<file path="config.mk">
export PLATFORM = sky130hd
export DESIGN_NAME = irq_ctrl
export DESIGN_NICKNAME = d
export VERILOG_FILES = /design/src/rtl/irq_ctrl.sv
export SDC_FILE = /design/constraint.sdc
export NUM_CORES = 1
export LEC_CHECK = 0
export CAP_MARGIN = 20
export CORE_MARGIN = 2
export CORE_UTILIZATION = 40
export CTS_BUF_LIST = sky130_fd_sc_hd__clkbuf_4
export DETAILED_ROUTE_END_ITERATION = 8
export PLACE_DENSITY_LB_ADDON = 0.12
export SYNTH_ARGS = -nofsm -noshare
export SYNTH_HDL_FRONTEND = slang
export SYNTH_SLANG_ARGS = --single-unit
</file>
<file path="constraint.sdc">
create_clock -name clk -period 2.1 [get_ports clk]
set_input_delay 0.42 -clock clk [delete_from_list [all_inputs] [get_ports clk]]
set_output_delay 0.42 -clock clk [all_outputs]
set_load 0.05 [all_outputs]
</file>
<file path="src/rtl/irq_ctrl.sv">
// Interrupt front-end: synchronises raw IRQ lines, detects edge/level per source,
// keeps sticky pending bits gated by an enable mask, and exposes PEND/EN/MODE/ID registers.
module irq_ctrl #(
  parameter int unsigned N_SRC       = 6,
  parameter int unsigned SYNC_STAGES = 2
) (
  input  logic             clk,
  input  logic             rst,
  input  logic [N_SRC-1:0] irq_in,
  input  logic             we,
  input  logic [1:0]       addr,
  input  logic [31:0]      wd,
  output logic [31:0]      rd,
  output logic [N_SRC-1:0] interrupt,
  output logic             irq_any
);

  localparam int unsigned ID_W = 5;

  localparam logic [1:0] ADDR_PEND = 2'd0;
  localparam logic [1:0] ADDR_EN   = 2'd1;
  localparam logic [1:0] ADDR_MODE = 2'd2;
  localparam logic [1:0] ADDR_ID   = 2'd3;

  logic [SYNC_STAGES-1:0][N_SRC-1:0] r_sync;
  logic [N_SRC-1:0] r_prev;
  logic [N_SRC-1:0] r_pend;
  logic [N_SRC-1:0] r_en;
  logic [N_SRC-1:0] r_mode;

  logic [N_SRC-1:0] w_s;
  logic [N_SRC-1:0] w_rise;
  logic [N_SRC-1:0] w_w1c;
  logic [N_SRC-1:0] w_pend_nxt;
  logic [ID_W-1:0]  w_id;
  logic             w_unused;

  assign w_s      = r_sync[SYNC_STAGES-1];
  assign w_rise   = w_s & ~r_prev;
  assign w_w1c    = (we && addr == ADDR_PEND) ? wd[N_SRC-1:0] : '0;
  assign w_unused = ^wd[31:N_SRC];

  // Edge sources are sticky (a new rise beats a same-cycle clear); level sources track s.
  assign w_pend_nxt = (r_mode & ((r_pend & ~w_w1c) | w_rise)) | (~r_mode & w_s);

  // Synchroniser chain plus the one-cycle-delayed copy used for rise detection.
  always_ff @(posedge clk or posedge rst) begin
    if (rst) begin
      r_sync <= '0;
      r_prev <= '0;
    end else begin
      r_sync <= {r_sync[SYNC_STAGES-2:0], irq_in};
      r_prev <= w_s;
    end
  end

  always_ff @(posedge clk or posedge rst) begin
    if (rst) begin
      r_pend <= '0;
      r_en   <= '0;
      r_mode <= '0;
    end else begin
      r_pend <= w_pend_nxt;
      if (we && addr == ADDR_EN)   r_en   <= wd[N_SRC-1:0];
      if (we && addr == ADDR_MODE) r_mode <= wd[N_SRC-1:0];
    end
  end

  assign interrupt = r_pend & r_en;
  assign irq_any   = |interrupt;

  // Lowest active index wins; scanning downward leaves the lowest one last.
  always_comb begin
    w_id = '0;
    for (int i = N_SRC - 1; i >= 0; i--) begin
      if (interrupt[i]) w_id = ID_W'(i + 1);
    end
  end

  always_comb begin
    rd = '0;
    case (addr)
      ADDR_PEND: rd = 32'(r_pend);
      ADDR_EN:   rd = 32'(r_en);
      ADDR_MODE: rd = 32'(r_mode);
      ADDR_ID:   rd = 32'(w_id);
      default:   rd = '0;
    endcase
  end

endmodule

</file>
==> results of run 1 <==
-- cells in the final DEF (no fill, tap or decap), types with 2 or more instances in the layout --
cell type        Yosys  layout
dfrtp_1             36      36
conb_1               1      26
buf_4               28      20
nand2_1             21      18
clkdlybuf4s50_1      0      14
mux2_2              13      13
a32o_1               6       6
buf_12               0       6
inv_1                5       5
clkbuf_4             0       5
nand2_2              1       4
mux2i_1              3       3
o21ai_1              0       3
nand3_1              3       2
and2_4               0       2
a2bb2oi_1            2       2
clkinv_1             0       2
dlygate4sd2_1        0       2
-- stage by stage --
stage | setup WS [ns] | power, W | hold slack [ns] | cell area (µm²)
2_1_floorplan | 0.0250 | 0.00134 | 0.331 | 1740
3_3_place_gp | -0.231 | 0.00153 | 0.332 | 1980
3_5_place_dp | -0.221 | 0.00155 | 0.336 | 1980
4_1_cts | 0.000116 | 0.00192 | 0.360 | 2070
5_1_grt | -0.105 | 0.00202 | 0.370 | 2090
6_report | -0.00112 | 0.00191 | 0.356 | 2090
-- metal layers --
metal	share of wire, %	up-vias
li1	-	522
met1	41	547
met2	50	47
met3	7.2	7
met4	1.8	0
met5	0	-
-- critical path, cell delays in order (launching register included) --
cell and delay (ns):
dfrtp_1 0.40, and2_4 0.18, a2111oi_4 0.31, o32a_1 0.29, buf_12 0.16
-- kinds of logic (layout without fill, tap and decap cells) --
kind of cell / count (synthesis) / after routing / synth area share (%)
compound gates: 19 / 19 / 9.56
flops: 36 / 36 / 54.6
simple gates: 34 / 34 / 9.79
other cells: 1 / 26 / 0.227
mux: 16 / 16 / 10.7
buf+inv: 35 / 55 / 15.1
-- area by class of cell --
cell class | instances | area (µm²) | share of cell area, %
Clock buffer | 5 | 37.5 | 1.79
Clock inverter | 2 | 7.51 | 0.358
Inverter | 6 | 27.5 | 1.31
Multi-Input combinational cell | 95 | 631 | 30.1
Sequential cell | 36 | 901 | 43.0
Tap cell | 50 | 62.6 | 2.99
Timing Repair Buffer | 42 | 428 | 20.4
-- state kept, by name (all words and copies together) (netlist names) --
signal	count
r_en	6
w_s	6
r_pend	6
r_sync	6
r_prev	6
r_mode	6
-- synthesized netlist by cell type (all sizes together) --
cell type / count / area (µm²)
dfrtp: 36 / 901
buf: 29 / 221
nand2: 22 / 85.1
mux2: 13 / 146
a32o: 6 / 60.1
inv: 6 / 27.5
o21ai: 4 / 20.0
and2: 3 / 20.0
mux2i: 3 / 30.0
nand3: 3 / 15.0
a21oi: 2 / 10.0
a2bb2oi: 2 / 17.5
nor2: 2 / 15.0
o32a: 2 / 21.3
a2111oi: 1 / 15.0
a22oi: 1 / 7.51
and3: 1 / 6.26
conb: 1 / 3.75
nand2b: 1 / 6.26
nand4: 1 / 6.26
o22ai: 1 / 6.26
or4: 1 / 7.51
-- what timing repair did --
item	in CTS	in global routing
endpoints found under the hold margin	0	0
setup buffers	2	2
pin swaps	1	4
gates resized for setup	9	3
setup endpoints to repair	6	3
-- worst max-delay path by stage --
stage / start / cells after the start / slack, ns / end
6_report: r_en[2] / 4 / -0.001 / rd[2]
5_1_grt: r_pend[4] / 5 / -0.10 / rd[1]
4_1_cts: r_en[4] / 5 / 0.0001 / rd[0]
3_5_place_dp: addr[0] / 5 / -0.22 / rd[2]
3_3_place_gp: addr[0] / 5 / -0.23 / rd[2]
2_1_floorplan: r_pend[4] / 4 / 0.03 / rd[0]
-- power by group through the flow --
stage	clock (W)	combinational [W]	sequential, W
final	0.000330	0.000735	0.000846
after detailed placement	0	0.000692	0.000857
after global placement	0	0.000683	0.000851
after CTS	0.000349	0.000724	0.000845
after global routing	0.000381	0.000780	0.000858
after floorplan	0	0.000507	0.000836
==> load_flow_metrics.sql, run 1 <==
INSERT INTO impl_metrics (metric_group, metric, value, unit) VALUES
('timing', 'setup_tns', '-0.00112', 'ns'),
('worst_setup_path', 'worst_r2r_setup_slack', '1.20', 'ns'),
('worst_setup_path', 'cp_data_arrival_time', '1.68', 'ns'),
('worst_setup_path', 'path_class', 'flip-flop to output port', ''),
('finish', 'nNetsFinal', '229', ''),
('status', 'failed_checks', 'negative setup slack', ''),
('global_routing', 'grt_max_degree', '37', ''),
('global_routing', 'track_usage', '15.9', '%'),
('timing', 'grt_setup_unrepaired', 'true', ''),
('global_routing', 'use_met1', '18.8', '%'),
('global_routing', 'grt.met3_usage', '5.92', '%'),
('hold_path', 'min_delay_worst_endpoint', 'w_s[4]', ''),
('timing', 'timing.final.setup_violations', '1', ''),
('global_routing', 'grt.busiest_layer', 'met2', ''),
('floorplan', 'die_width', '68.2', 'µm'),
('finish', 'area_growth', '27.0', '%'),
('hold_path', 'cell_depth_of_the_worst_min_delay_path', '0', ''),
('floorplan', 'number_of_top_level_pins', '82', ''),
('clock_network', 'clock_tree.buffer_depth', '2', ''),
('worst_setup_path', 'capturing_point_of_the_worst_reg2reg_path', 'r_pend[4]', ''),
('worst_setup_path', 'crit_fanout', '4', ''),
('global_routing', 'sum_of_overflow_across_all_layers_after_global_routing', '0', ''),
('finish', 'fin_util', '52.7', '%'),
('floorplan', 'die-area', '0.00465', 'mm²'),
('synthesis', 'share_of_synthesized_area_occupied_by_flip_flops_and_latches', '54.6', '%'),
('clock_network', 'holdBufCountCts', '0', ''),
('timing', 'final.period_utilization', '100', '%'),
('route', 'avgViaCountPerCell', '4.76', ''),
('placed_design', 'gp_routability_congestion', '0.824', ''),
('synthesis', 'ys_ff_latch', '36', ''),
('global_routing', 'grt_pass1_wl', '5210', 'µm'),
('worst_setup_path', 'timing.critical_path.required', '1.68', 'ns'),
('global_routing', 'met2_usage_in_global_routing', '26.1', '%'),
('route', 'count_of_vias_placed_by_the_detailed_router', '1123', ''),
('power_and_ir_drop', 'internal_power', '0.00118', 'W'),
('route', 'totalWireLength', '3180', 'µm'),
('timing', 'finClkSkew', '0.00597', 'ns'),
('floorplan', 'core.rowCount', '23', ''),
('clock_network', 'htree_levels', '2', ''),
('route', 'ant_nets', '0', ''),
('power_and_ir_drop', 'ir_worst_vdd', '0.363', 'mV'),
('power_and_ir_drop', 'p_per_area', '913', 'mW/mm²'),
('synthesis', 'post_synth_num_cell_types', '28', ''),
('power_and_ir_drop', 'pwr-share-comb', '38.5', '%'),
('synthesis', 'synth_area_per_cell', '11.7', 'µm²'),
('placed_design', 'placed_cells', '225', ''),
('synthesis', 'postSynthCellCount', '141', ''),
('finish', 'non_filler_instance_count_after_layout', '236', ''),
('clock_network', 'clock_insertion_delay_worst_skew', '0.34', 'ns'),
('timing', 'final-max-slew-violation-count', '0', ''),
('floorplan', 'starting_utilization_of_the_core_area', '41.5', '%'),
('finish', 'antenna-diode-count', '0', ''),
('worst_setup_path', 'timing.rr.start', 'r_pend[4]', ''),
('finish', 'final_layout_size_suffix_gt1_share', '30.6', '%'),
('worst_setup_path', 'r2r.worst_path.cells', '2', ''),
('timing', 'finalWorstSetupSlack', '-0.00112', 'ns'),
('timing', 'final.min_clock_period', '2.10', 'ns'),
('synthesis', 'post_synth_instance_area', '0.00165', 'mm²'),
('worst_setup_path', 'crit_path_end_kind', 'output port', ''),
('power_and_ir_drop', 'share_clk_of_total_power', '17.3', '%'),
('placed_design', 'post_detailed_placement_half_perimeter_wirelength', '2330', 'µm'),
('floorplan', 'design.core.area', '0.00397', 'mm²'),
('route', 'avgRoutedWirePerCell', '13.5', 'µm'),
('worst_setup_path', 'critPathLaunchType', 'flip-flop', ''),
('clock_network', 'cts_tree', 'done', ''),
('power_and_ir_drop', 'switchingPower', '0.000731', 'W'),
('status', 'run_status', 'complete, but fails checks', ''),
('hold_path', 'min_from', 'r_sync[4]', ''),
('finish', 'layout.filler_cells', '354', ''),
('power_and_ir_drop', 'power.leakage', '0.969', 'nW'),
('power_and_ir_drop', 'power.switching_fraction', '38.2', '%');
Power figures use the tool's default switching activity.
==> run 2: changes to the inputs <==
SETUP_SLACK_MARGIN = 0.2   (was unset)
==> load_flow_metrics.sql, run 2 (same netlist as run 1, synthesis figures left out) <==
INSERT INTO impl_metrics (metric_group, metric, value, unit) VALUES
('route', 'totalWireLength', '3340', 'µm'),
('placed_design', 'gp_routability_congestion', '0.832', ''),
('route', 'avgViaCountPerCell', '4.70', ''),
('global_routing', 'antenna_found_initial', '0', ''),
('worst_setup_path', 'timing.critical_path.slowest_cell_delay', '0.40', 'ns'),
('timing', 'setup_tns', '0', 'ns'),
('hold_path', 'min_from', 'r_sync[4]', ''),
('floorplan', 'die-area', '0.00465', 'mm²'),
('worst_setup_path', 'worst_r2r_setup_slack', '1.05', 'ns'),
('finish', 'fin_util', '55.2', '%'),
('route', 'drt-pass1-iter-count', '4', ''),
('clock_network', 'clock_tree.buffer_depth', '2', ''),
('power_and_ir_drop', 'p_per_area', '906', 'mW/mm²'),
('finish', 'mostFrequentLayoutCell', 'dfrtp_1', ''),
('timing', 'max_freq', '489', 'MHz'),
('timing', 'grt_setup_unrepaired', 'true', ''),
('placed_design', 'io_buffer_count', '29', ''),
('flow_run', 'max-cap-violations', '0', ''),
('floorplan', 'core.rowCount', '23', ''),
('worst_setup_path', 'timing.critical_path.required', '1.68', 'ns'),
('floorplan', 'floorplan.die.height', '68.2', 'µm'),
('clock_network', 'cts-root-buf', 'clkbuf_4', ''),
('worst_setup_path', 'timing.critical_path.slowest_stage_cell', 'dfrtp_1', ''),
('route', 'ant_nets', '0', ''),
('clock_network', 'cts_tree', 'done', ''),
('clock_network', 'clk_transition_reported_paths', '0.10', 'ns'),
('timing', 'hold_slack', '0.356', 'ns'),
('route', 'dr.first_iter.drc_count', '43', ''),
('finish', 'layout.filler_cells', '352', ''),
('floorplan', 'number_of_top_level_pins', '82', ''),
('worst_setup_path', 'r2r.worst_path.cells', '3', ''),
('clock_network', 'clock_insertion_delay_worst_skew', '0.33', 'ns'),
('route', 'count_of_vias_placed_by_the_detailed_router', '1148', ''),
('clock_network', 'htree_levels', '2', ''),
('route', 'drcViolationCount', '0', ''),
('timing', 'final-max-slew-violation-count', '0', ''),
('worst_setup_path', 'cp_data_arrival_time', '1.62', 'ns'),
('worst_setup_path', 'timing.rr.start', 'r_en[4]', ''),
('finish', 'final_layout_size_suffix_gt1_share', '36.6', '%'),
('finish', 'mostFrequentLayoutCells', 'dfrtp_1 (36), conb_1 (26), buf_4 (26)', ''),
('finish', 'nNetsFinal', '237', ''),
('worst_setup_path', 'critPathLaunchType', 'flip-flop', ''),
('global_routing', 'grt_pass1_wl', '5350', 'µm'),
('timing', 'timing.final.setup_violations', '0', ''),
('floorplan', 'starting_utilization_of_the_core_area', '41.5', '%'),
('timing', 'finClkSkew', '0.00656', 'ns'),
('clock_network', 'sinks_on_the_clock_net', '36', ''),
('hold_path', 'cell_depth_of_the_worst_min_delay_path', '0', ''),
('worst_setup_path', 'path_class', 'flip-flop to output port', ''),
('global_routing', 'track_usage', '16.5', '%'),
('worst_setup_path', 'crit_path_cell_trace', 'a22oi_2, buf_4, a2111oi_4, o32a_2, buf_12', ''),
('route', 'avgRoutedWirePerCell', '13.7', 'µm'),
('finish', 'area_growth', '32.9', '%'),
('power_and_ir_drop', 'power.leakage', '1.02', 'nW'),
('global_routing', 'grt_pass1_vias', '1111', ''),
('timing', 'hold_violations', '0', ''),
('timing', 'final.min_clock_period', '2.04', 'ns'),
('worst_setup_path', 'capturing_point_of_the_worst_reg2reg_path', 'r_en[4]', ''),
('clock_network', 'holdBufCountCts', '0', ''),
('floorplan', 'die_width', '68.2', 'µm'),
('global_routing', 'grt_max_degree', '37', ''),
('clock_network', 'numCtsBuffers', '5', ''),
('floorplan', 'design.core.area', '0.00397', 'mm²'),
('worst_setup_path', 'crit_fanout', '3', ''),
('timing', 'final.period_utilization', '97.3', '%'),
('placed_design', 'post_detailed_placement_half_perimeter_wirelength', '2310', 'µm'),
('worst_setup_path', 'crit_path_end_kind', 'output port', ''),
('hold_path', 'min_delay_worst_endpoint', 'w_s[4]', ''),
('status', 'run_status', 'finished clean', ''),
('power_and_ir_drop', 'ir_worst_vdd', '0.368', 'mV'),
('finish', 'antenna-diode-count', '0', ''),
('global_routing', 'sum_of_overflow_across_all_layers_after_global_routing', '0', ''),
('hold_path', 'min-delay-path-class', 'flip-flop to flip-flop', '');
run 2: worst max-delay path by stage:
stage          cells past startpoint    end  startpoint  slack, ns
6_report                           5  rd[2]     r_en[4]       0.06
5_1_grt                            5  rd[2]     r_en[4]      -0.03
4_1_cts                            4  rd[0]     r_en[1]       0.03
3_5_place_dp                       5  rd[0]     addr[0]      -0.19
3_3_place_gp                       5  rd[0]     addr[0]      -0.19
2_1_floorplan                      3  rd[5]     addr[1]       0.27
run 2: cell type report:
class                      count  area (µm²)  share of cell area (%)
sequential                    36         901                    41.1
multi-input combinational     95         656                    29.9
timing repair buffer          50         499                    22.8
tap                           50        62.6                    2.86
clock buffer                   5        37.5                    1.71
inverter                       6        27.5                    1.26
clock inverter                 2        7.51                   0.343
run 2: stage by stage:
stage / setup slack, ns / instances / total power (W) / cell area, µm²
after floorplan: 0.273 / 166 / 0.00135 / 1750
after global routing: -0.0298 / 244 / 0.00209 / 2190
final: 0.0566 / 244 / 0.00199 / 2190
after global placement: -0.190 / 225 / 0.00154 / 1990
after detailed placement: -0.190 / 225 / 0.00155 / 1990
after CTS: 0.0338 / 243 / 0.00198 / 2150
run 2: report_power, final:
group | total, W | switching [W] | internal, W
Clock | 0.000334 | 0.000217 | 0.000117
Sequential | 0.000842 | 0.0000669 | 0.000776
Combinational | 0.000809 | 0.000470 | 0.000339
Total | 0.00199 | 0.000755 | 0.00123
run 2: worst max-delay path: cells and delay by family, from the launching register on:
family	cells	cell delay (ns)
compound gates	3	0.60
buf+inv	2	0.29
flops	1	0.40
run 2: repair_timing:
item	CTS	global route
buffers inserted	11	1
endpoints found under the setup margin	7	5
pin swaps	4	3
cloned	0	0
resized for setup	12	7
run 2: metal layers:
layer  vias up  wire length, µm  GRT usage (%)
met4         0               49           6.00
met3         5              234           5.26
met5         -                0              0
li1        539                -              -
met1       558             1370           20.6
met2        46             1680           26.8
